==> config.mk <==
export PLATFORM = sky130hd
export DESIGN_NAME = fetch_unit
export DESIGN_NICKNAME = d
export VERILOG_FILES = /design/src/rtl/fetch_unit.sv
export SDC_FILE = /design/constraint.sdc
export NUM_CORES = 1
export LEC_CHECK = 0
export CELL_PAD_IN_SITES_DETAIL_PLACEMENT = 1
export CELL_PAD_IN_SITES_GLOBAL_PLACEMENT = 1
export CORE_MARGIN = 1.5
export CORE_UTILIZATION = 42
export DETAILED_ROUTE_END_ITERATION = 7
export PLACE_DENSITY = 0.87
export SLEW_MARGIN = 10
export SYNTH_ARGS = -nofsm -noshare
export SYNTH_HDL_FRONTEND = slang
export SYNTH_SLANG_ARGS = --single-unit
export TNS_END_PERCENT = 10
==> constraint.sdc <==
create_clock -name clk -period 3.1 [get_ports clk]
set_clock_uncertainty 0.2 [all_clocks]
set_input_delay 0.62 -clock clk [delete_from_list [all_inputs] [get_ports clk]]
set_output_delay 0.62 -clock clk [all_outputs]
set_load 0.1 [all_outputs]
==> src/rtl/fetch_unit.sv <==
// fetch_unit: PC sequencer, in-order instruction-memory request/response tracking and fetch queue.
// Revision: 1.0
`default_nettype none

module fetch_unit #(
   parameter int                ADDR_W   = 32,
   parameter logic [ADDR_W-1:0] RESET_PC = '0,
   parameter int                DEPTH    = 4
) (
   input  logic              clk,
   input  logic              rst_n,
   output logic              imem_req,
   output logic [ADDR_W-1:0] imem_addr,
   input  logic              imem_ready,
   input  logic              imem_rvalid,
   input  logic [31:0]       imem_rdata,
   output logic              if_valid,
   input  logic              if_ready,
   output logic [ADDR_W-1:0] if_pc,
   output logic [31:0]       if_instr,
   input  logic              redirect_valid,
   input  logic [ADDR_W-1:0] redirect_pc
);

   localparam int PTR_W = $clog2(DEPTH);
   localparam int CNT_W = PTR_W + 1;

   logic [ADDR_W-1:0] pc;
   logic [PTR_W-1:0]  alloc_ptr, fill_ptr, rd_ptr;
   logic [CNT_W-1:0]  alloc_cnt, pend_cnt, drop_cnt;
   logic [ADDR_W-1:0] ent_pc    [DEPTH];
   logic [31:0]       ent_instr [DEPTH];
   logic [DEPTH-1:0]  ent_filled;

   logic [CNT_W:0]    occupancy;
   logic [CNT_W:0]    outstanding;
   logic              accept, live_fill, stale_drop, deliver;
   logic              unused_redirect_lsbs;

   assign unused_redirect_lsbs = ^redirect_pc[1:0];

   // Stale responses still occupy memory slots, so they count against the queue.
   assign occupancy   = {1'b0, alloc_cnt} + {1'b0, drop_cnt};
   assign outstanding = {1'b0, pend_cnt} + {1'b0, drop_cnt};

   assign imem_req   = rst_n && !redirect_valid && (occupancy < (CNT_W+1)'(DEPTH));
   assign imem_addr  = pc;
   assign accept     = imem_req && imem_ready;
   assign stale_drop = imem_rvalid && (drop_cnt != '0);
   assign live_fill  = imem_rvalid && (drop_cnt == '0) && (pend_cnt != '0);

   assign if_valid = ent_filled[rd_ptr];
   assign if_pc    = ent_pc[rd_ptr];
   assign if_instr = ent_instr[rd_ptr];
   assign deliver  = if_valid && if_ready;

   always_ff @(posedge clk or negedge rst_n) begin
      if (!rst_n) begin
         pc         <= RESET_PC;
         alloc_ptr  <= '0;
         fill_ptr   <= '0;
         rd_ptr     <= '0;
         alloc_cnt  <= '0;
         pend_cnt   <= '0;
         drop_cnt   <= '0;
         ent_filled <= '0;
         for (int i = 0; i < DEPTH; i++) begin
            ent_pc[i]    <= '0;
            ent_instr[i] <= '0;
         end
      end else if (redirect_valid) begin
         // Any response arriving this cycle is discarded and retires one outstanding read.
         pc         <= {redirect_pc[ADDR_W-1:2], 2'b00};
         alloc_ptr  <= '0;
         fill_ptr   <= '0;
         rd_ptr     <= '0;
         alloc_cnt  <= '0;
         pend_cnt   <= '0;
         ent_filled <= '0;
         drop_cnt   <= CNT_W'(outstanding - (CNT_W+1)'(imem_rvalid && (outstanding != '0)));
      end else begin
         if (accept) begin
            ent_pc[alloc_ptr]     <= pc;
            ent_filled[alloc_ptr] <= 1'b0;
            alloc_ptr             <= alloc_ptr + PTR_W'(1);
            pc                    <= pc + ADDR_W'(4);
         end
         if (live_fill) begin
            ent_instr[fill_ptr]  <= imem_rdata;
            ent_filled[fill_ptr] <= 1'b1;
            fill_ptr             <= fill_ptr + PTR_W'(1);
         end
         if (stale_drop) begin
            drop_cnt <= drop_cnt - CNT_W'(1);
         end
         if (deliver) begin
            ent_filled[rd_ptr] <= 1'b0;
            rd_ptr             <= rd_ptr + PTR_W'(1);
         end
         alloc_cnt <= alloc_cnt + CNT_W'(accept) - CNT_W'(deliver);
         pend_cnt  <= pend_cnt + CNT_W'(accept) - CNT_W'(live_fill);
      end
   end

endmodule

`default_nettype wire

* Word-level counts from Yosys, hierarchy flattened
Cells that the tools add are included.
** Word-level totals
- Input bits :: 70
- Latch bits :: 0
- RAM bits :: 0
- Memories kept :: 0
- Register bits :: 307
- Output and inout bits :: 98
- ROM bits :: 0
** Cells by class
- Shift operators :: 0
- Reductions and logical operators :: 24
- Div/mod/pow operators :: 0
- Equal/unequal tests :: 0
- Add/subtract/negate cells :: 12
- $lt $le $gt $ge :: 12
- Bitwise logic cells :: 9
- Multipliers :: 0
- Mux-type cells :: 38
** Operators by type and width (number)
- $bwmux 128 :: 2
- $mux 32 :: 8
- $bmux 32 s2 :: 2
- $demux 32 s2 :: 2
- $add 32x3->32 const B :: 1
- $mux 4 :: 6
- $logic_and 1x1->1 :: 13
- $mux 2 :: 6
- $mux 3 :: 4
- $ge 3x3->1 const B :: 3
- $lt 2x3->1 const B :: 3
- $not 2->3 :: 3
- $sub 3x1->3 :: 3
- $add 3x3->4 :: 2
- $and 4x4->4 :: 2
- $not 4->4 :: 2
- $reduce_bool 2->1 :: 4
- $add 2x1->2 const B :: 3
- $add 3x1->3 :: 2
- $demux 1 s2 :: 3
- $ge 2x1->1 const B :: 3
- $lt 3x1->1 const B :: 2
- $reduce_bool 3->1 :: 2
- $lt 4x3->1 const B :: 1
- 9 further kinds :: 13

* Longest topological paths before layout
- Depth in word-level cells :: 14
- Gate-level depth with buffers :: 14
- Gate-level depth less buffers :: 12

* Worst setup path before layout
No wires, ideal clock.
- Path kind :: reg-to-reg
- From :: register rd_ptr[1]
- To :: register alloc_cnt[2]
- Required time :: 2.768 ns
- Setup time :: 0.132 ns
- Arrival :: 2.774 ns
- Cell stages (with the launch flop) :: 12
- Setup slack :: -0.006 ns
- Period minus slack after synthesis :: 3.106 ns
- Path buffers :: 2
- Cell sequence :: dfrtp_1 -> buf_2 -> mux4_2 -> and2_1 -> buf_2 -> ha_1 -> inv_1 -> ha_1 -> inv_1 -> fa_1 -> xnor2_1 -> nor2_1
** Between the ends
- Word-level cells in the longest chain between the ends :: 5
** RTL lines
- from (decl) :: RTL line 29 : logic [PTR_W-1:0] alloc_ptr, fill_ptr, rd_ptr;
- from (signal assigned) :: RTL line 98 : rd_ptr <= rd_ptr + PTR_W'(1);
- $bmux 1 s2 :: RTL line 52 : assign if_valid = ent_filled[rd_ptr];
- $mux 1 (implied by the code) :: RTL line 52
- via if_valid :: RTL line 17 : output logic if_valid,
- $logic_and 1x1->1 :: RTL line 55 : assign deliver = if_valid && if_ready;
- $sub 3x1->3 :: RTL line 100 : alloc_cnt <= alloc_cnt + CNT_W'(accept) - CNT_W'(deliver);
- $mux 3 :: RTL line 71 : end else if (redirect_valid) begin
- to (signal assigned) :: RTL line 100
- to (decl) :: RTL line 30 : logic [CNT_W-1:0] alloc_cnt, pend_cnt, drop_cnt;
The timed path passes the listed nets, and every way through them passes these cells. The select of a mux whose other input is x is not followed.
A chain may end at the register's enable or synchronous reset.

* Final worst setup path
- From :: register rd_ptr[0]
- To :: output port if_pc[14]
** Between the ends
- Word-level cells in the longest chain between the ends :: 4
** RTL lines
- $not 2->3 (implied by the code) :: RTL line 53 : assign if_pc = ent_pc[rd_ptr];
- $bmux 32 s2 :: RTL line 53
- $mux 32 (implied by the code) (2 in series) :: RTL line 53
- to (decl) :: RTL line 19 : output logic [ADDR_W-1:0] if_pc,
No other way between the ends. The select of a mux whose other input is x is not followed.

==> out/metrics.yaml <==
tns_ns: 0
num-fill-cells: 3083
cp.arrival_ns: 2.16
ios: 168
path_common_cell: "buf_12"
grt_max_degree: 179
r2r_slack_ns: 0.31
ctsHtreeMaxLevel: 2
max_freq_mhz: 335
n_antenna_cell: 0
vias: 8762
first_pass_iters: 4
grt_overflow: 0
setup_ws_ns: 0.119
slew_headroom_pct: 33.7
avgViaCountPerCell: 5.53
synth_area_um2: 13800
start_util_pct: 42.5
synth.distinct_cells: 53
postSynthAreaPerCell_um2: 14.3
layout.nets: 1218
synthArstFlopShare_pct: 100
hold_class: "in -> async"
seq_area_frac_synth_pct: 54.0
clk_pin_slew_ns: 0.06
drc: 0
cpMaxStageDelayCell: "mux4_2"
crit_chain: "buf_12, mux4_2, buf_12"
grt.total_usage_pct: 22.1
critPathRequiredTime_ns: 2.28
setup.worst_path.class: "reg -> out"
cp-end-kind: "output pin"
p_per_area_nw_per_um2: 899
reg2reg_depth: 12
start_kind: "flip-flop"
hold_viol_final: 0
ir_drop_v: 0.000779
total_leakage_power_nw: 8.00
synth.largest_area_cell: "dfrtp_1"
hold_ws_ns: 0.0411
drv_cap: 0
gp_congestion: 0.742
ys_seq_elements: 297
min_period_ns: 2.98
slowest_delay_ns: 0.64
drtIter0Drc: 396
wirelength_mm: 36.2
die_w_um: 184
path_max_fanout: 43
clockBufferDepth: 3
ant_nets: 0
die_h_um: 184
worst_slew_pin_slew_ns: 0.994
num_rows: 66
place.port_buffers: 161
dp_slack_ns: 0.106
core_um2: 32400
synth_area_leaders: "dfrtp_1 (54%), mux2_2 (18%), mux4_2 (10%)"
grt_pass1_wl_mm: 57.7
numCtsBuffers: 35
grt_pass1_vias: 10127
place_inst: 1524
synth_cells: 962
antenna_found_initial: 3
syn_to_final_growth_pct: 27.1
synth_edf_count: 0
rsz0062_at_grt: "false"
ff_latch_area_um2: 7440
clockRootBuffer: "clkbuf_16"
slew_viol_final: 0
finalSetupViolCount: 0
reg2reg_from: "drop_cnt[2]$_DFFE_PN0P_"
timing.final.crit_share_pct: 96.2
cts_tree: "built"
detailed_place_hpwl_mm: 23.0
cts_sinks: 297
ys_warn_count: 0
worstReg2RegEnd: "pend_cnt[2]$_DFF_PN0_"
die-area_um2: 33900
outcome: "completed"
clkLatencyLatePin_ns: 0.50
final_cells: 1584
multi_input_area_um2: 5860
drive_gt1_share_pct: 41.7
ys.flop_type: "dfrtp_1"
wl_per_cell_um: 22.8
synth_top_area_share_pct: 54.0
==> area by class of cell <==
class / count / area share, %
sequential: 297 / 42.5
multi-input combinational: 576 / 33.5
timing repair buffer: 185 / 14.1
clock buffer: 52 / 5.83
tap: 442 / 3.16
inverter: 24 / 0.515
clock inverter: 8 / 0.408
==> metal layers <==
metal	vias up	GRT usage [%]	wire [um]
met5	-	0	43
met4	6	5.21	548
met3	50	4.56	1990
met2	227	40.3	19000
met1	4640	26.8	14600
li1	3839	-	-
==> timing repair <==
item / in CTS / in global routing
hold buffers: 0 / 0
endpoints found under the setup margin: 0 / 3
setup buffers: 0 / 0
gates resized for setup: 0 / 1
==> synth_stat cells (4+ instances only) <==
cell type and number:
and3_1 7, nand2_1 60, dfrtp_1 297, mux2_1 7, mux4_2 63, a221o_1 5, buf_2 21, o311ai_0 5
nand3_1 14, a21oi_1 8, a211oi_1 5, clkbuf_1 19, buf_4 14, o21ai_0 42, xnor2_1 11, ha_1 26
inv_1 23, nor2_1 23, buf_6 8, o211ai_1 10, a22oi_1 4, nand4_1 13, mux2_2 220
==> critical path, delay by kind of cell, from the launching register on <==
family / cells / cell delay, ns
buf+inv: 2 / 0.55
flops: 1 / 0.44
mux: 1 / 0.64
==> logic make-up after synthesis <==
kind of cell               count (synthesis)  synth area share, %
and+or+nand+nor                          143                 5.32
muxes                                    292                 29.0
xor gates and xnor gates                  14                0.891
AOI/OAI and AO/OA                         94                 4.43
adders and majority gates                 29                 2.80
other                                      1               0.0272
DFF                                      297                 54.0
buffers and inverters                     92                 3.54
==> cell usage in the layout, fill, tap and decap left out, drive strengths merged, types with 15 or more instances in the layout <==
cell	count
buf	120
clkbuf	52
clkdlybuf4s50	65
dfrtp	297
ha	26
inv	25
mux2	227
mux4	63
nand2	65
nand3	15
nand4	16
nor2	24
o21ai	42
==> power breakdown <==
part / switching [W] / internal, W / leakage (nW)
sequential: 0.000471 / 0.00455 / 3.99
clock: 0.00157 / 0.00235 / 0.538
combinational: 0.00426 / 0.00252 / 3.48
==> sequential cells by signal (all words and copies together) (netlist names) <==
name        count
ent_instr     128
drop_cnt        3
alloc_ptr       2
ent_filled      4
alloc_cnt       3
imem_addr      30
rd_ptr          2
ent_pc        120
fill_ptr        2
pend_cnt        3
==> stage by stage <==
| stage | util [%] | power, W | area (um^2) |
|---|---|---|---|
| 2_1_floorplan | - | 0.00941 | 13800 |
| 3_3_place_gp | 50.7 | 0.0117 | 16400 |
| 6_report | 54.0 | 0.0157 | 17500 |
| 4_1_cts | 54.0 | 0.0159 | 17500 |
| 5_1_grt | 54.0 | 0.0163 | 17500 |
| 3_5_place_dp | 50.7 | 0.0119 | 16400 |
==> how the worst max path moves through the flow <==
stage | to | from | slack, ns
after CTS | if_instr[21] | rd_ptr[0]$_DFFE_PN0P_ | 0.05
final | if_pc[14] | rd_ptr[0]$_DFFE_PN0P_ | 0.12
after floorplan | alloc_cnt[2]$_DFF_PN0_ | rd_ptr[1]$_DFFE_PN0P_ | 0.02
after global routing | if_pc[14] | rd_ptr[0]$_DFFE_PN0P_ | 0.009
after detailed placement | pend_cnt[2]$_DFF_PN0_ | imem_rvalid | 0.11
after global placement | pend_cnt[2]$_DFF_PN0_ | imem_ready | 0.15
Note: power is estimated with default switching activity, not from simulation.
